--- src/rtl/sdram_sched.sv ---
// Command scheduler for the shared SDRAM: arbitrates three request channels plus refresh.
// Optional ch2 anti-starvation promotion is enabled by defining SDRAM_SCHED_STARVE_EN.
module sdram_sched #(
  parameter int REFRESH_INTERVAL = 1500,
  parameter int MAX_DEBT         = 8,
  parameter int STARVE_LIMIT     = 64
) (
  input  logic       clk,
  input  logic       reset,
  input  logic [2:0] req,
  output logic [2:0] gnt,
  input  logic       refresh_hint,
  output logic       cmd_valid,
  output logic [1:0] cmd_ch,
  input  logic       cmd_ready,
  input  logic       cmd_done,
  output logic [3:0] refresh_debt,
  output logic       refresh_err,
  output logic       busy
);

  localparam int TW = (REFRESH_INTERVAL > 2) ? $clog2(REFRESH_INTERVAL) : 1;
  localparam logic [TW-1:0] TIMER_LAST = TW'(REFRESH_INTERVAL - 1);
  localparam logic [3:0]    DEBT_MAX   = 4'(MAX_DEBT);

  localparam logic [1:0] IDLE  = 2'd0;
  localparam logic [1:0] ISSUE = 2'd1;
  localparam logic [1:0] BUSY  = 2'd2;

  localparam logic [1:0] CH_RFSH = 2'd3;

  logic [1:0]    state_q, state_d;
  logic [TW-1:0] timer_q, timer_d;
  logic [3:0]    debt_q, debt_d;
  logic          err_q, err_d;
  logic          hint_q, hint_d;
  logic          cmd_valid_q, cmd_valid_d;
  logic [1:0]    cmd_ch_q, cmd_ch_d;
  logic [2:0]    gnt_q, gnt_d;

  logic tick;
  logic handshake;
  logic rfsh_hs;
  logic urgent;
  logic hinted;
  logic ch2_hi;

`ifdef SDRAM_SCHED_STARVE_EN
  localparam int SW = $clog2(STARVE_LIMIT + 1);
  localparam logic [SW-1:0] STARVE_MAX = SW'(STARVE_LIMIT);
  logic [SW-1:0] starve_q, starve_d;

  always_comb begin
    starve_d = starve_q;
    if (gnt_q[2]) begin
      starve_d = '0;
    end else if (req[2] && (starve_q != STARVE_MAX)) begin
      starve_d = starve_q + SW'(1);
    end
  end

  assign ch2_hi = (starve_q == STARVE_MAX);

  always_ff @(posedge clk) begin
    if (reset) begin
      starve_q <= '0;
    end else begin
      starve_q <= starve_d;
    end
  end
`else
  assign ch2_hi = 1'b0;
`endif

  assign tick      = (timer_q == TIMER_LAST);
  assign handshake = (state_q == ISSUE) && cmd_valid_q && cmd_ready;
  assign rfsh_hs   = handshake && (cmd_ch_q == CH_RFSH);
  assign urgent    = (debt_q == DEBT_MAX);
  assign hinted    = hint_q && (debt_q != 4'd0);

  always_comb begin
    timer_d     = tick ? '0 : timer_q + TW'(1);
    debt_d      = debt_q;
    err_d       = err_q | (tick && urgent);
    hint_d      = hint_q;
    state_d     = state_q;
    cmd_valid_d = cmd_valid_q;
    cmd_ch_d    = cmd_ch_q;
    gnt_d       = 3'b000;

    // A tick and a refresh handshake in the same cycle cancel out.
    if (tick && !rfsh_hs) begin
      if (!urgent) debt_d = debt_q + 4'd1;
    end else if (rfsh_hs && !tick) begin
      if (debt_q != 4'd0) debt_d = debt_q - 4'd1;
    end

    if (rfsh_hs) begin
      hint_d = 1'b0;
    end else if (refresh_hint && (debt_q != 4'd0)) begin
      hint_d = 1'b1;
    end

    case (state_q)
      IDLE: begin
        if (urgent || req[0] || req[1] || req[2] || hinted) begin
          cmd_valid_d = 1'b1;
          state_d     = ISSUE;
          if (urgent)              cmd_ch_d = CH_RFSH;
          else if (req[0])         cmd_ch_d = 2'd0;
          else if (ch2_hi && req[2]) cmd_ch_d = 2'd2;
          else if (req[1])         cmd_ch_d = 2'd1;
          else if (hinted)         cmd_ch_d = CH_RFSH;
          else                     cmd_ch_d = 2'd2;
        end
      end
      ISSUE: begin
        if (handshake) begin
          cmd_valid_d = 1'b0;
          state_d     = BUSY;
          if (cmd_ch_q != CH_RFSH) gnt_d = 3'b001 << cmd_ch_q;
        end
      end
      BUSY: begin
        if (cmd_done) state_d = IDLE;
      end
      default: begin
        state_d     = IDLE;
        cmd_valid_d = 1'b0;
      end
    endcase
  end

  always_ff @(posedge clk) begin
    if (reset) begin
      state_q     <= IDLE;
      timer_q     <= '0;
      debt_q      <= 4'd0;
      err_q       <= 1'b0;
      hint_q      <= 1'b0;
      cmd_valid_q <= 1'b0;
      cmd_ch_q    <= 2'd0;
      gnt_q       <= 3'b000;
    end else begin
      state_q     <= state_d;
      timer_q     <= timer_d;
      debt_q      <= debt_d;
      err_q       <= err_d;
      hint_q      <= hint_d;
      cmd_valid_q <= cmd_valid_d;
      cmd_ch_q    <= cmd_ch_d;
      gnt_q       <= gnt_d;
    end
  end

  assign gnt          = gnt_q;
  assign cmd_valid    = cmd_valid_q;
  assign cmd_ch       = cmd_ch_q;
  assign refresh_debt = debt_q;
  assign refresh_err  = err_q;
  assign busy         = (state_q == ISSUE) || (state_q == BUSY);

endmodule
--- config.mk ---
export PLATFORM = sky130hd
export DESIGN_NAME = sdram_sched
export DESIGN_NICKNAME = d
export VERILOG_FILES = /design/src/rtl/sdram_sched.sv
export SDC_FILE = /design/constraint.sdc
export NUM_CORES = 1
export LEC_CHECK = 0
export CAP_MARGIN = 10
export CORE_UTILIZATION = 41
export CTS_CLUSTER_SIZE = 28
export DETAILED_ROUTE_END_ITERATION = 8
export GPL_ROUTABILITY_DRIVEN = 0
export PLACE_DENSITY_LB_ADDON = 0.05
export SYNTH_ARGS = -nofsm -noshare
export SYNTH_HDL_FRONTEND = slang
export SYNTH_SLANG_ARGS = --single-unit
--- constraint.sdc ---
create_clock -name clk -period 4.3 [get_ports clk]
set_input_delay 0.645 -clock clk [delete_from_list [all_inputs] [get_ports clk]]
set_output_delay 0.645 -clock clk [all_outputs]
set_load 0.05 [all_outputs]
==> metrics <==
crit path to refresh_debt[3]; Synth Flop Type dfxtp_1; Max Slew Vio Count 0; Nets 182; status complete, no violations; overall routed net length between 2000 and 2500 um; CTS root buf clkbuf_4; slew of the pin with the lowest slew margin roughly 0.61 ns; number of synthesis warnings 0; max_slew headroom 58.88%; placed cells 204; Synth Register Bits 25; Initial DRT Pass Iterations 4; PnR worst setup slack 1.490 ns; largest area contributor in the netlist dfxtp_1; DR iter-0 viols 59; number of cells on the critical path 10; CTS Hold Bufs 0; Clk Latency, worst-skew pair around 0.31 ns; floorplan row count 20; TritonCTS clock tree built; H-tree depth 1; Tcrit/Tclk final ~65%; final-report hold violation count 0; Clock Path Buffers 2; fraction of registers with async set/reset 0%; Min-Delay Path Class flop to flop; delay-heaviest family, CP adder cells; vias in the first global route ~910; setup tns final 0 ns; cts bufs inserted 3; Most common cell on crit path ha_1; crit path DAT about 3.0 ns; Reg2Reg Capture Point refresh_debt[3]; CP Launch Type flop; slowest stage cell, crit path nor4_1; PortBufs 19; sequential share of the synthesized area between 30 and 40%; Slowest Stage Delay on Critical Path around 0.48 ns; RSZ-0062 raised after global routing no; Max-cap violations 0; number of synthesized flops with an enable pin 0; Worst Skew 0.004344 ns; vias around 1100; Routed wire per std cell between 10 and 15 um; Clock Sinks 25; die area 3447 um^2; post-route core utilization between 50% and 60%; CP endpoint kind flop; Vias per Instance just over 5; placed instance area 1535 um^2; largest net degree at the start of global routing 17; final instance area around 1600 um^2; Syn Inst Count roughly 150; global-route wire length before repair between 3000 and 4000 um; top-count cell post-synth dfxtp_1; post-CTS setup buffer count 0; cell area after synthesis between 1000 and 1500 um^2; setup violators final 0; pre-CTS setup slack between 1 and 1.5 ns; post-DP HPWL 1909 um; leak pwr around 0.55 nW; # diodes 0; CP startpoint timer_q[0]; grt total ovfl 0; Synth top area share between 30% and 40%; CP bufs+invs 1; Cell variety after synth 38; Die Ht roughly 59 um; syn_area_per_cell 9.095 um^2; chip width slightly below 60 um; minimum clock period after layout 2.810 ns; FMAX 355.8 MHz; CP Data Required Time about 4.5 ns; top post-synthesis cells by area dfxtp_1, ha_1, xnor2_1; Reg clk slew, reported paths between 0.1 and 0.15 ns; Initial Utilization about 43%; fill cell count 300; post-CTS sizing 0; Syn-to-layout area delta 18.41%; FF-to-FF path depth 10; total track usage ~15%; ports placed on the boundary 20; worst r2r src timer_q[0]; Max VDD drop between 0.3 and 0.4 mV; DR DRC count 0; initial antenna violation count 0; Core Box Area 3053 um^2; Critical Path, Cell by Cell ha_1 > nand4b_1 > nor4_1 > ha_1 > inv_1 > ha_1 > nand3b_1 > a21o_1 > o2111ai_1 > mux2_2; WS Path Type flop to flop; Max FO, Critical Path 6; top cells by count, synth dfxtp_1, nor2_1, nand2b_1; r2r setup slk 1.49 ns; Finished Layout Cells around 210; share of cells above drive strength 1 between 6 and 7%; post-synth net total ~160; post-route ant nets 0; PD cells around 380 nW/um^2
==> logic make-up (layout without fill, tap and decap cells) <==
kind of cell,Yosys count,in the layout,synth area share [%]
AO/OA/AOI/OAI,22,22,12.81
XOR/XNOR,11,11,7.306
adder cells (fa/ha/maj),9,9,8.539
buffers and inverters,12,31,4.459
flip-flops,25,25,37.95
multiplexers,4,4,3.131
AND/OR/NAND/NOR,62,62,25.81
==> registers in the layout, summed over array words and instances, names as in the netlist <==
name	count
cmd_ch	2
refresh_debt	4
hint_q	1
refresh_err	1
timer_q	11
cmd_valid	1
state_q	2
gnt	3
==> worst min-delay path by stage <==
stage               start         end  slack (ns)  cells past startpoint
6_report       timer_q[0]  timer_q[0]        0.46                      1
2_1_floorplan  timer_q[0]  timer_q[0]        0.42                      1
4_1_cts        timer_q[0]  timer_q[0]        0.46                      1
3_5_place_dp   timer_q[0]  timer_q[0]        0.44                      1
3_3_place_gp   timer_q[0]  timer_q[0]        0.43                      1
5_1_grt        timer_q[0]  timer_q[0]        0.48                      1
==> routing by layer <==
metal / global-route usage, % / part of all wire, % / up-vias
li1: - / - / 548
met1: 19.32 / 45 / 482
met2: 26.44 / 50 / 22
met3: 3.956 / 4.9 / 2
met4: 3.061 / 0.40 / 0
met5: 0 / 0 / -
==> report_power, final <==
group | internal (mW) | switching (mW)
Sequential | 0.252 | 0.0237
Combinational | 0.0868 | 0.125
Clock | 0.0363 | 0.0692
==> layout make-up <==
class	instances	area, um^2	area share [%]
inverters	8	30.03	1.923
well taps	44	55.05	3.526
clock buffers	4	26.28	1.683
flip-flops and latches	25	500.5	32.05
repair buffers	19	190.2	12.18
multi-input cells	108	759.5	48.64
==> cell usage in the layout, fill, tap and decap left out, drive strengths merged, types with 2 or more instances in the layout <==
cell type	synthesis	final
nor4	2	2
or4b	2	2
nor2b	2	2
a21oi	7	7
nor4b	2	2
dfxtp	25	25
mux2i	3	3
xnor2	9	9
clkbuf	0	4
or2	2	2
a31oi	2	2
nand2	6	6
nand2b	11	11
a21o	2	2
xor2	2	2
nand3	6	6
inv	8	8
nor3b	2	2
a311oi	4	4
nor3	5	5
nor2	17	17
clkdlybuf4s50	0	19
nand3b	2	2
ha	9	9
a21boi	2	2
==> stage by stage <==
step,power [mW],hold slack [ns]
2_1_floorplan,0.4325,0.4175
3_3_place_gp,0.4873,0.4304
4_1_cts,0.6002,0.4639
5_1_grt,0.6282,0.4798
6_report,0.5934,0.4646
3_5_place_dp,0.4935,0.4363
==> worst register-to-register path: stages (launching register included) <==
cell and delay [ns]:
dfxtp_1 0.38, ha_1 0.25, nand4b_1 0.11, nor4_1 0.48, ha_1 0.37, inv_1 0.07, ha_1 0.34, nand3b_1 0.10
a21o_1 0.19, o2111ai_1 0.08, mux2_2 0.36
Power figures use the tool's default switching activity.
